`src/rtl/cnn_pkg.sv`:
```
// Shared types and helpers for the CNN decoder-path blocks.
package cnn_pkg;

    localparam int PIXEL_W = 16;

    typedef logic signed [PIXEL_W-1:0] pixel_t;

    typedef enum logic [1:0] {
        IDLE  = 2'd0,
        EVEN  = 2'd1,
        ODD   = 2'd2,
        DRAIN = 2'd3
    } unpool_state_t;

    // Counter width for a range of n values; never narrower than one bit.
    function automatic int cnt_w(input int n);
        cnt_w = (n > 1) ? $clog2(n) : 1;
    endfunction

endpackage

```
`src/rtl/unpool_2x2_if.sv`:
```
// Pixel stream bundle: input side and output side valid/ready handshakes.
interface unpool_2x2_if #(
    parameter int DATA_W = 16
);
    logic              in_valid;
    logic              in_ready;
    logic [DATA_W-1:0] in_pixel;
    logic              out_valid;
    logic              out_ready;
    logic [DATA_W-1:0] out_pixel;
    logic              out_last;

    modport slave (
        input  in_valid, in_pixel, out_ready,
        output in_ready, out_valid, out_pixel, out_last
    );

    modport master (
        output in_valid, in_pixel, out_ready,
        input  in_ready, out_valid, out_pixel, out_last
    );
endinterface

```
`src/rtl/line_buffer.sv`:
```
// Single-row pixel store: synchronous write, asynchronous read, storage not reset.
module line_buffer
    import cnn_pkg::*;
#(
    parameter int DEPTH  = 5,
    parameter int DATA_W = 16
) (
    input  logic                      clk_i,
    input  logic                      we_i,
    input  logic [cnt_w(DEPTH)-1:0]   waddr_i,
    input  logic [DATA_W-1:0]         wdata_i,
    input  logic [cnt_w(DEPTH)-1:0]   raddr_i,
    output logic [DATA_W-1:0]         rdata_o
);

    logic [DATA_W-1:0] mem_q [DEPTH];

    // Capture the incoming row so the odd output row can replay it.
    always_ff @(posedge clk_i) begin
        if (we_i) begin
            mem_q[waddr_i] <= wdata_i;
        end
    end

    assign rdata_o = mem_q[raddr_i];

endmodule

```
`src/rtl/unpool_2x2.sv`:
```
// Streaming 2x2 nearest-neighbour upsampler: even output rows pass input through
// (each pixel twice), odd output rows replay the buffered row.
module unpool_2x2
    import cnn_pkg::*;
#(
    parameter int W      = 5,
    parameter int H      = 5,
    parameter int DATA_W = 16
) (
    input  logic             clk,
    input  logic             rst,
    input  logic             start,
    unpool_2x2_if.slave      bus,
    output logic             busy,
    output logic             finish
);

    localparam int             CW       = cnt_w(W);
    localparam int             RW       = cnt_w(H);
    localparam logic [CW-1:0]  COL_LAST = CW'(W - 1);
    localparam logic [CW-1:0]  COL_ONE  = CW'(1);
    localparam logic [RW-1:0]  ROW_LAST = RW'(H - 1);
    localparam logic [RW-1:0]  ROW_ONE  = RW'(1);

    unpool_state_t     state_q, state_d;
    logic [CW-1:0]     col_q, col_d;
    logic [RW-1:0]     row_q, row_d;
    logic              phase_q, phase_d;
    logic              out_valid_q, out_valid_d;
    logic [DATA_W-1:0] out_pixel_q, out_pixel_d;
    logic              out_last_q, out_last_d;
    logic              busy_q, busy_d;
    logic              finish_q, finish_d;
    logic              lb_we_s;
    logic [DATA_W-1:0] lb_rdata_s;
    logic              slot_free_s;
    logic              in_ready_s;

    line_buffer #(.DEPTH(W), .DATA_W(DATA_W)) u_line_buffer (
        .clk_i   (clk),
        .we_i    (lb_we_s),
        .waddr_i (col_q),
        .wdata_i (bus.in_pixel),
        .raddr_i (col_q),
        .rdata_o (lb_rdata_s)
    );

    // The output register may be reloaded in the same cycle it is consumed.
    assign slot_free_s = !out_valid_q || bus.out_ready;

    // Next-state, counters and output-register loads.
    always_comb begin
        state_d     = state_q;
        col_d       = col_q;
        row_d       = row_q;
        phase_d     = phase_q;
        out_valid_d = out_valid_q && !bus.out_ready;
        out_pixel_d = out_pixel_q;
        out_last_d  = out_last_q;
        busy_d      = busy_q;
        finish_d    = 1'b0;
        lb_we_s     = 1'b0;
        in_ready_s  = 1'b0;
        case (state_q)
            IDLE: begin
                if (start) begin
                    state_d = EVEN;
                    col_d   = {CW{1'b0}};
                    row_d   = {RW{1'b0}};
                    phase_d = 1'b0;
                    busy_d  = 1'b1;
                end else begin
                    state_d = IDLE;
                end
            end
            EVEN: begin
                in_ready_s = !phase_q && slot_free_s;
                if (!phase_q) begin
                    if (bus.in_valid && in_ready_s) begin
                        out_pixel_d = bus.in_pixel;
                        out_valid_d = 1'b1;
                        out_last_d  = 1'b0;
                        lb_we_s     = 1'b1;
                        phase_d     = 1'b1;
                    end else begin
                        phase_d = 1'b0;
                    end
                end else if (slot_free_s) begin
                    // Second copy comes from the buffer entry just written.
                    out_pixel_d = lb_rdata_s;
                    out_valid_d = 1'b1;
                    out_last_d  = 1'b0;
                    phase_d     = 1'b0;
                    if (col_q == COL_LAST) begin
                        col_d   = {CW{1'b0}};
                        state_d = ODD;
                    end else begin
                        col_d = col_q + COL_ONE;
                    end
                end else begin
                    phase_d = 1'b1;
                end
            end
            ODD: begin
                if (slot_free_s) begin
                    out_pixel_d = lb_rdata_s;
                    out_valid_d = 1'b1;
                    out_last_d  = phase_q && (col_q == COL_LAST) && (row_q == ROW_LAST);
                    phase_d     = !phase_q;
                    if (phase_q && (col_q == COL_LAST)) begin
                        col_d = {CW{1'b0}};
                        if (row_q == ROW_LAST) begin
                            state_d = DRAIN;
                        end else begin
                            row_d   = row_q + ROW_ONE;
                            state_d = EVEN;
                        end
                    end else if (phase_q) begin
                        col_d = col_q + COL_ONE;
                    end else begin
                        col_d = col_q;
                    end
                end else begin
                    phase_d = phase_q;
                end
            end
            DRAIN: begin
                if (out_valid_q && bus.out_ready) begin
                    out_valid_d = 1'b0;
                    out_last_d  = 1'b0;
                    finish_d    = 1'b1;
                    busy_d      = 1'b0;
                    state_d     = IDLE;
                end else begin
                    state_d = DRAIN;
                end
            end
            default: begin
                state_d = IDLE;
            end
        endcase
    end

    // State and output registers with synchronous reset.
    always_ff @(posedge clk) begin
        if (rst) begin
            state_q     <= IDLE;
            col_q       <= {CW{1'b0}};
            row_q       <= {RW{1'b0}};
            phase_q     <= 1'b0;
            out_valid_q <= 1'b0;
            out_pixel_q <= {DATA_W{1'b0}};
            out_last_q  <= 1'b0;
            busy_q      <= 1'b0;
            finish_q    <= 1'b0;
        end else begin
            state_q     <= state_d;
            col_q       <= col_d;
            row_q       <= row_d;
            phase_q     <= phase_d;
            out_valid_q <= out_valid_d;
            out_pixel_q <= out_pixel_d;
            out_last_q  <= out_last_d;
            busy_q      <= busy_d;
            finish_q    <= finish_d;
        end
    end

    assign bus.in_ready  = in_ready_s;
    assign bus.out_valid = out_valid_q;
    assign bus.out_pixel = out_pixel_q;
    assign bus.out_last  = out_last_q;
    assign busy          = busy_q;
    assign finish        = finish_q;

endmodule

```
`src/flat_wrapper.sv`:
```
// flat-port wrapper written by rule: the top's interface ports become plain ports
module unpool_2x2_flat import cnn_pkg::*;
#(
    parameter int W      = 5,
    parameter int H      = 5,
    parameter int DATA_W = 16
)
  (clk, rst, start, busy, finish, bus_in_valid, bus_in_pixel, bus_out_ready, bus_in_ready, bus_out_valid, bus_out_pixel, bus_out_last);
  unpool_2x2_if #(.DATA_W(DATA_W)) bus_i ();
  input  logic clk;
  input  logic rst;
  input  logic start;
  output logic busy;
  output logic finish;
  input wire logic [$bits(bus_i.in_valid)-1:0] bus_in_valid;
  input wire logic [$bits(bus_i.in_pixel)-1:0] bus_in_pixel;
  input wire logic [$bits(bus_i.out_ready)-1:0] bus_out_ready;
  output wire logic [$bits(bus_i.in_ready)-1:0] bus_in_ready;
  output wire logic [$bits(bus_i.out_valid)-1:0] bus_out_valid;
  output wire logic [$bits(bus_i.out_pixel)-1:0] bus_out_pixel;
  output wire logic [$bits(bus_i.out_last)-1:0] bus_out_last;
  assign bus_i.in_valid = bus_in_valid;
  assign bus_i.in_pixel = bus_in_pixel;
  assign bus_i.out_ready = bus_out_ready;
  assign bus_in_ready = bus_i.in_ready;
  assign bus_out_valid = bus_i.out_valid;
  assign bus_out_pixel = bus_i.out_pixel;
  assign bus_out_last = bus_i.out_last;
  unpool_2x2 #(.W(W), .H(H), .DATA_W(DATA_W)) u_core (.clk(clk), .rst(rst), .start(start), .bus(bus_i), .busy(busy), .finish(finish));
endmodule
```
`config.mk`:
```
export PLATFORM = sky130hd
export DESIGN_NAME = unpool_2x2_flat
export DESIGN_NICKNAME = d
export VERILOG_FILES = /design/src/rtl/cnn_pkg.sv /design/src/rtl/unpool_2x2_if.sv /design/src/rtl/line_buffer.sv /design/src/rtl/unpool_2x2.sv /design/src/flat_wrapper.sv
export SDC_FILE = /design/constraint.sdc
export NUM_CORES = 1
export LEC_CHECK = 0
export ABC_AREA = 0
export BUFFER_PORTS_ARGS = -buffer_cell sky130_fd_sc_hd__buf_4
export CORE_AREA = 2 2 98 100
export CTS_BUF_LIST = sky130_fd_sc_hd__clkbuf_8
export CTS_CLUSTER_DIAMETER = 30
export DETAILED_ROUTE_END_ITERATION = 6
export DIE_AREA = 0 0 100 102
export GPL_TIMING_DRIVEN = 1
export MAX_ROUTING_LAYER = met4
export PLACE_DENSITY = 0.73
export SLEW_MARGIN = 10
export SYNTH_ARGS = -nofsm -noshare
export SYNTH_HDL_FRONTEND = slang
export SYNTH_SLANG_ARGS = --single-unit
```
`constraint.sdc`:
```
create_clock -name clk -period 3.5 [get_ports clk]
set_clock_uncertainty 0.15 [all_clocks]
set_input_delay 0.7 -clock clk [delete_from_list [all_inputs] [get_ports clk]]
set_output_delay 0.7 -clock clk [all_outputs]
set_load 0.03 [all_outputs]
```
==> results of run 1 <==
[registers in the layout, summed over array words and instances, names as in the netlist, named ones only]
register,cells
u_core.bus.out_pixel,16
u_core.finish,1
u_core.row_q,3
u_core.busy,1
u_core.state_q,2
u_core.col_q,3
u_core.phase_q,1
u_core.u_line_buffer.mem_q,80
u_core.bus.out_last,1
u_core.bus.out_valid,1
[worst max-delay path, stage by stage, from the launching register on]
cell	delay, ns
dfxtp_1	0.37
inv_1	0.11
ha_1	0.28
nand2b_1	0.13
nor2_1	0.22
buf_4	0.21
[kinds of logic after synthesis]
logic type / Yosys count / share of synthesized area [%]
AOI/OAI and AO/OA: 120 / 16.9
adders and majority gates: 9 / 2.30
buffers and inverters: 35 / 4.04
DFF: 112 / 62.2
muxes: 33 / 6.75
and+or+nand+nor: 77 / 7.83
[cell usage after synthesis (2+ instances only)]
cell type  number  area (um^2)
buf_2           8         40.0
a31oi_1         2         12.5
inv_1           8         30.0
clkbuf_1        9         33.8
nor3_1          5         25.0
o22ai_1         2         12.5
a311oi_2       10          150
or2_1           3         18.8
mux2i_1        33          330
o221ai_1       16          140
nand2b_1        2         12.5
o21ai_0        19         95.1
a311oi_1        7         61.3
nand4_1         5         31.3
nand3b_1        2         15.0
nand2b_4        2         27.5
a21o_1          3         22.5
and3_1          2         12.5
nor2b_1         2         12.5
nand3_1         3         15.0
dfxtp_1        32          641
nor2_1          8         30.0
ha_1            9          113
edfxtp_1       80         2400
a21oi_1        32          160
o21ai_1        23          115
buf_6           4         45.0
buf_4           4         30.0
nand2_1        37          139
[power by group]
part	total, uW	internal [uW]	switching (uW)
clock network	798	345	453
registers	1710	1570	139
logic	1290	458	830
[per-stage QoR]
stage / cells / worst slack (ns) / cell area (um^2) / util (%)
floorplan: 386 / 0.307 / 4890 / -
CTS: 534 / 0.990 / 5450 / 59.8
global placement: 518 / 0.867 / 5240 / 57.5
global route: 534 / 0.827 / 5450 / 59.8
detailed placement: 518 / 0.804 / 5240 / 57.5
finish: 534 / 0.955 / 5450 / 59.8
[placed cells by master (no fill, tap or decap), types with 2 or more instances in the layout]
cell	synthesis	routed
a31oi_1	2	2
nor2_1	8	8
nor2b_1	2	2
o22ai_1	2	2
buf_4	4	47
nand2b_1	2	2
ha_1	9	9
o221ai_1	16	16
a21o_1	3	3
clkinv_4	0	2
a311oi_1	7	7
inv_1	8	8
and3_1	2	2
edfxtp_1	80	80
inv_8	0	2
dfxtp_1	32	31
a311oi_2	10	10
a21oi_1	32	32
o21ai_0	19	19
nand2_1	37	37
mux2i_1	33	33
nand2b_4	2	2
nand4_1	5	5
or2_1	3	3
nand3b_1	2	2
clkbuf_8	0	9
nand3_1	3	3
nor3_2	0	4
o21ai_1	23	23
[per-layer routing]
metal  GRT usage (%)  vias up  share of wire, %
li1                -     1540                 -
met1            32.1     1570                48
met2            31.5      121                45
met3            3.15        9               6.0
met4            8.01        0               1.5
met5               -        -                 0
[area by class of cell]
class                      count  share of cell area [%]
clock buffer                   9                    2.27
clock inverter                 7                    1.54
inverter                       9                   0.620
multi-input combinational    239                    30.7
sequential                   112                    55.9
tap                          111                    2.55
timing repair buffer          47                    6.48
[path summary, 6_finish.rpt]
check                                               endpoint  cells past startpoint
setup / recovery                                bus_in_ready                      5
hold reg to reg             u_core.bus.out_last$_SDFFE_PP0P_                      2
setup reg to reg  u_core.u_line_buffer.mem_q[4][8]$_DFFE_PP_                      5
hold / removal              u_core.bus.out_last$_SDFFE_PP0P_                      2
==> summary.md, run 1 <==
| Metric | Value |
|---|---|
| Status | `finished, final reports clean` |
| CTS sink cnt | `112` |
| Post-Synthesis Cells | `386` |
| Min-delay src | `u_core.bus.out_last$_SDFFE_PP0P_` |
| First-pass GRT wire length | `16400 um` |
| GPL Wtd Cong | `0.879` |
| Core ar. | `0.00911 mm^2` |
| CP Launch Type | `flip-flop` |
| Prevailing post-synth register cell | `edfxtp_1` |
| Starting Density | `53.7%` |
| Worst Setup End Kind | `output pin` |
| Tcrit/Tclk final | `72.7%` |
| Leak | `0.00181 uW` |
| Yosys reg bits | `112` |
| Synth async-reset ratio | `0%` |
| DRC violations left | `0` |
| Worst Tran Pin Value | `0.795 ns` |
| Number of global-route vias before repair | `3092` |
| Setup bufs post-CTS | `0` |
| VDD IR-drop max | `0.258 mV` |
| Antenna violations before repair | `0` |
| Max Cap Viol | `0` |
| # IOs | `42` |
| Min cycle time layout | `2.54 ns` |
| Syn_area_per_cell | `12.7 um^2` |
| DP HPWL | `6810 um` |
| CP startpoint | `u_core.state_q[1]$_SDFFE_PP0P_` |
| Hold_buf cts | `0` |
| Syn Std Cell Area | `0.00489 mm^2` |
| Via count | `3240` |
| Max-slew headroom | `47.0%` |
| Antenna cell count | `0` |
| RR Startpoint | `u_core.state_q[1]$_SDFFE_PP0P_` |
| Setup TNS | `0 ns` |
| Register area share after synthesis | `62.2%` |
| Die Ht | `102 um` |
| Fmax | `393 MHz` |
| ANT nets after route | `0` |
| Clock Path Buffers | `2` |
| Largest net degree at the start of global routing | `42` |
| CP max FO | `7` |
| CTS root buf | `clkbuf_8` |
| Share of layout cells above drive strength 1 | `19.6%` |
| Rows | `35` |
| Crit path DAT | `1.69 ns` |
| Die area | `0.0102 mm^2` |
| Worst-Skew Late Latency | `0.37 ns` |
| Max-slew violation count | `0` |
| CTS tree | `yes` |
| Post-Route WL | `10200 um` |
| Fillers | `726` |
| Total power draw | `3800 uW` |
| Critical Path RT | `2.65 ns` |
| Worst-path clk slew | `0.10 ns` |
| Via density | `6.07` |
| DR WL/cell | `19.1 um` |
| RSZ-0062 raised after global routing | `false` |
| Tot GR Track Use | `21.9%` |
| Post-CTS sizing | `0` |
| GRT overflow | `0` |
| Synth Net Count | `416` |
| Setup-failing EPs final | `0` |
| PD cells | `697 mW/mm^2` |
| # H-tree levels | `3` |
| Synth cell types | `43` |
| Port bufs | `41` |
| Number of synthesized flops with an enable pin | `80` |
| Num CTS Buffers | `9` |
| Hold Fails Final Rpt | `0` |
| Initial DRC Count | `160` |
| Area Overhead vs Synth | `11.4%` |
| Sequential Area | `0.00304 mm^2` |
| Hold Path Class | `reg -> reg` |
| Nets | `448` |
| Die Width | `100 um` |
| Multi-input logic area | `0.00167 mm^2` |
| First-pass detailed-route iteration total | `6` |
| Synth warnings | `0` |
| Reg2Reg Setup Slack | `1.11 ns` |
| WS Path Type | `reg -> out` |
| Fin Hold WS | `0.331 ns` |
(Power assumes the default switching activity.)
==> run 2: changes to the inputs <==
- clock period: 3.5 -> 2.4 ns (I/O delays scaled with it)
==> summary.md, run 2 (synthesis results as in run 1) <==
| Metric | Value |
|---|---|
| First-pass GRT wire length | `16600 um (was 16400 um)` |
| Fillers | `698 (was 726)` |
| Worst path top cell family by delay | `simple AND/OR/NAND/NOR gates (was flip-flops)` |
| Tcrit/Tclk final | `91.9%` |
| Commonest non-fill, non-tap cell in the layout | `edfxtp_1 (unchanged)` |
| Placed insts | `528 (was 518)` |
| Area Overhead vs Synth | `15.3% (was 11.4%)` |
| Clock Path Buffers | `2 (unchanged)` |
| Max reg flops | `80 (unchanged)` |
| Via count | `3292 (was 3240)` |
| Crit path depth | `7 (was 5)` |
| Tot GR Track Use | `22.4% (was 21.9%)` |
| Post-CTS sizing | `0 (unchanged)` |
| CP startpoint | `u_core.state_q[1]$_SDFFE_PP0P_ (unchanged)` |
| Sequential Area | `0.00304 mm^2 (unchanged)` |
| Total power draw | `5690 uW (was 3800 uW)` |
| First-pass detailed-route iteration total | `4 (was 6)` |
| Post-Route WL | `10600 um (was 10200 um)` |
| CTS sink cnt | `112 (unchanged)` |
| Share of layout cells above drive strength 1 | `21.9% (was 19.6%)` |
| Leak | `0.00188 uW (was 0.00181 uW)` |
| Initial DRC Count | `171 (was 160)` |
| GPL Wtd Cong | `0.834 (was 0.879)` |
| Worst Tran Pin Value | `0.672 ns (was 0.795 ns)` |
| Die Ht | `102 um (unchanged)` |
| Core ar. | `0.00911 mm^2 (unchanged)` |
| Die area | `0.0102 mm^2 (unchanged)` |
| Nets | `458 (was 448)` |
| Worst-path clk slew | `0.11 ns (was 0.10 ns)` |
| DR WL/cell | `19.4 um (was 19.1 um)` |
| Largest net degree at the start of global routing | `33 (was 42)` |
| PD cells | `1010 mW/mm^2 (was 697 mW/mm^2)` |
| Worst Setup End Kind | `flip-flop (was output pin)` |
| Multi-input logic area | `0.00172 mm^2 (was 0.00167 mm^2)` |
| Setup-failing EPs final | `0 (unchanged)` |
| # H-tree levels | `3 (unchanged)` |
| CP bufs+invs | `2 (unchanged)` |
| Worst r2r path cells | `7 (was 5)` |
| Pre-CTS setup slack | `0.212 ns (was 0.804 ns)` |
| Setup TNS | `0 ns (unchanged)` |
| Reg2reg end | `u_core.u_line_buffer.mem_q[0][8]$_DFFE_PP_ (was u_core.u_line_buffer.mem_q[4][8]$_DFFE_PP_)` |
| Max Cap Viol | `0 (unchanged)` |
| Die Width | `100 um (unchanged)` |
| Max-slew headroom | `55.2% (was 47.0%)` |
| RR Startpoint | `u_core.state_q[1]$_SDFFE_PP0P_ (unchanged)` |
| DP HPWL | `6830 um (was 6810 um)` |
| Worst-Skew Late Latency | `0.38 ns (was 0.37 ns)` |
| Crit path cell chain | `inv_1, ha_4, nand2b_1, nor2_4, nand3b_1, nor3_4, buf_12 (was inv_1, ha_1, nand2b_1, nor2_1, buf_4)` |
| Crit path DAT | `2.15 ns (was 1.69 ns)` |
| DRC violations left | `0 (unchanged)` |
| Final WS setup | `0.196 ns (was 0.955 ns)` |
| GRT overflow | `0 (unchanged)` |
| Non-Filler Instances | `544 (was 534)` |
| # IOs | `42 (unchanged)` |
| Hold depth | `1 (was 2)` |
| Rows | `35 (unchanged)` |
| CTS tree | `yes (unchanged)` |
| Min-delay src | `bus_in_pixel[3] (was u_core.bus.out_last$_SDFFE_PP0P_)` |
| Max-slew violation count | `0 (unchanged)` |
| Number of global-route vias before repair | `3225 (was 3092)` |
| Critical Path RT | `2.34 ns (was 2.65 ns)` |
| Via density | `6.05 (was 6.07)` |
| Leading cell types in the layout, fill and taps excluded | `edfxtp_1 (80), buf_4 (51), nand2_1 (37), mux2i_1 (33), a21oi_1 (32) (was edfxtp_1 (80), buf_4 (47), nand2_1 (37), mux2i_1 (33), a21oi_1 (32))` |
| CP max FO | `16 (was 7)` |
| Reg2Reg Setup Slack | `0.20 ns (was 1.11 ns)` |
| WS Path Type | `reg -> reg (was reg -> out)` |
| Fmax | `454 MHz` |
| Hold Fails Final Rpt | `0 (unchanged)` |
| CTS root buf | `clkbuf_8 (unchanged)` |
| VDD IR-drop max | `0.513 mV (was 0.258 mV)` |
| Antenna cell count | `0 (unchanged)` |
| RSZ-0062 raised after global routing | `false (unchanged)` |
| Port bufs | `41 (unchanged)` |
| Reg with most FFs | `u_core.u_line_buffer.mem_q (unchanged)` |
| Hold_buf cts | `0 (unchanged)` |
| Slowest Stage Delay on Critical Path | `0.37 ns (about the same)` |
| Setup bufs post-CTS | `0 (unchanged)` |
| Status | `finished, final reports clean (unchanged)` |
| Starting Density | `53.7% (unchanged)` |
| Num CTS Buffers | `9 (unchanged)` |
| CP max-delay cell | `dfxtp_1 (unchanged)` |
| Min cycle time layout | `2.20 ns` |
| Hold Path Class | `in -> reg (was reg -> reg)` |
| Critical Path End | `u_core.u_line_buffer.mem_q[0][8]$_DFFE_PP_ (was bus_in_ready)` |
| ANT nets after route | `0 (unchanged)` |
| Antenna violations before repair | `0 (unchanged)` |
| CP Launch Type | `flip-flop (unchanged)` |
-- run 2: cell types whose count changed in the layout (fill, tap and decap cells not counted), moves of 2 or more --
cell,delta
buf_12,+6
nor3_4,+4
buf_4,+4
clkinv_8,+2
nor3_2,-4
-- run 2: how the worst min path moves through the flow --
stage | endpoint | slack (ns)
floorplan | u_core.row_q[2]$_SDFFE_PP0P_ | 0.32
CTS | u_core.u_line_buffer.mem_q[4][3]$_DFFE_PP_ | 0.14
global placement | u_core.bus.out_last$_SDFFE_PP0P_ | 0.31
finish | u_core.u_line_buffer.mem_q[4][3]$_DFFE_PP_ | 0.17
detailed placement | u_core.bus.out_last$_SDFFE_PP0P_ | 0.32
global route | u_core.u_line_buffer.mem_q[4][6]$_DFFE_PP_ | 0.15
-- run 2: worst reg2reg max path, cell delays in order, from the launching register on --
cell and delay (ns):
dfxtp_1 0.37, inv_1 0.15, ha_4 0.18, nand2b_1 0.12, nor2_4 0.14, nand3b_1 0.32, nor3_4 0.31, buf_12 0.19
-- run 2: metal layers --
metal	global-route usage (%)	part of all wire, %	vias up
met1	25.8	41	1622
met2	39.4	53	80
met3	4.92	4.5	10
met5	-	0	-
li1	-	-	1580
met4	7.06	1.1	0
-- run 2: per-stage QoR --
step / util, % / hold WS (ns) / cell area (um^2)
5_1_grt: 61.9 / 0.149 / 5640
2_1_floorplan: - / 0.318 / 4960
3_3_place_gp: 59.7 / 0.311 / 5440
4_1_cts: 61.9 / 0.144 / 5640
3_5_place_dp: 59.7 / 0.318 / 5440
6_report: 61.9 / 0.166 / 5640
-- run 2: area by class of cell --
class / count / share of cell area, %
sequential: 112 / 54.0
multi-input combinational: 239 / 30.4
inverter: 9 / 0.599
tap: 111 / 2.46
timing repair buffer: 57 / 8.92
clock buffer: 9 / 2.20
clock inverter: 7 / 1.46
-- run 2: where the power goes --
| group | switching [uW] | total (uW) | internal [uW] | leakage, uW |
|---|---|---|---|---|
| Sequential | 171 | 2460 | 2290 | 0.000984 |
| Combinational | 1320 | 2120 | 797 | 0.000791 |
| Clock | 688 | 1110 | 418 | 0.000101 |
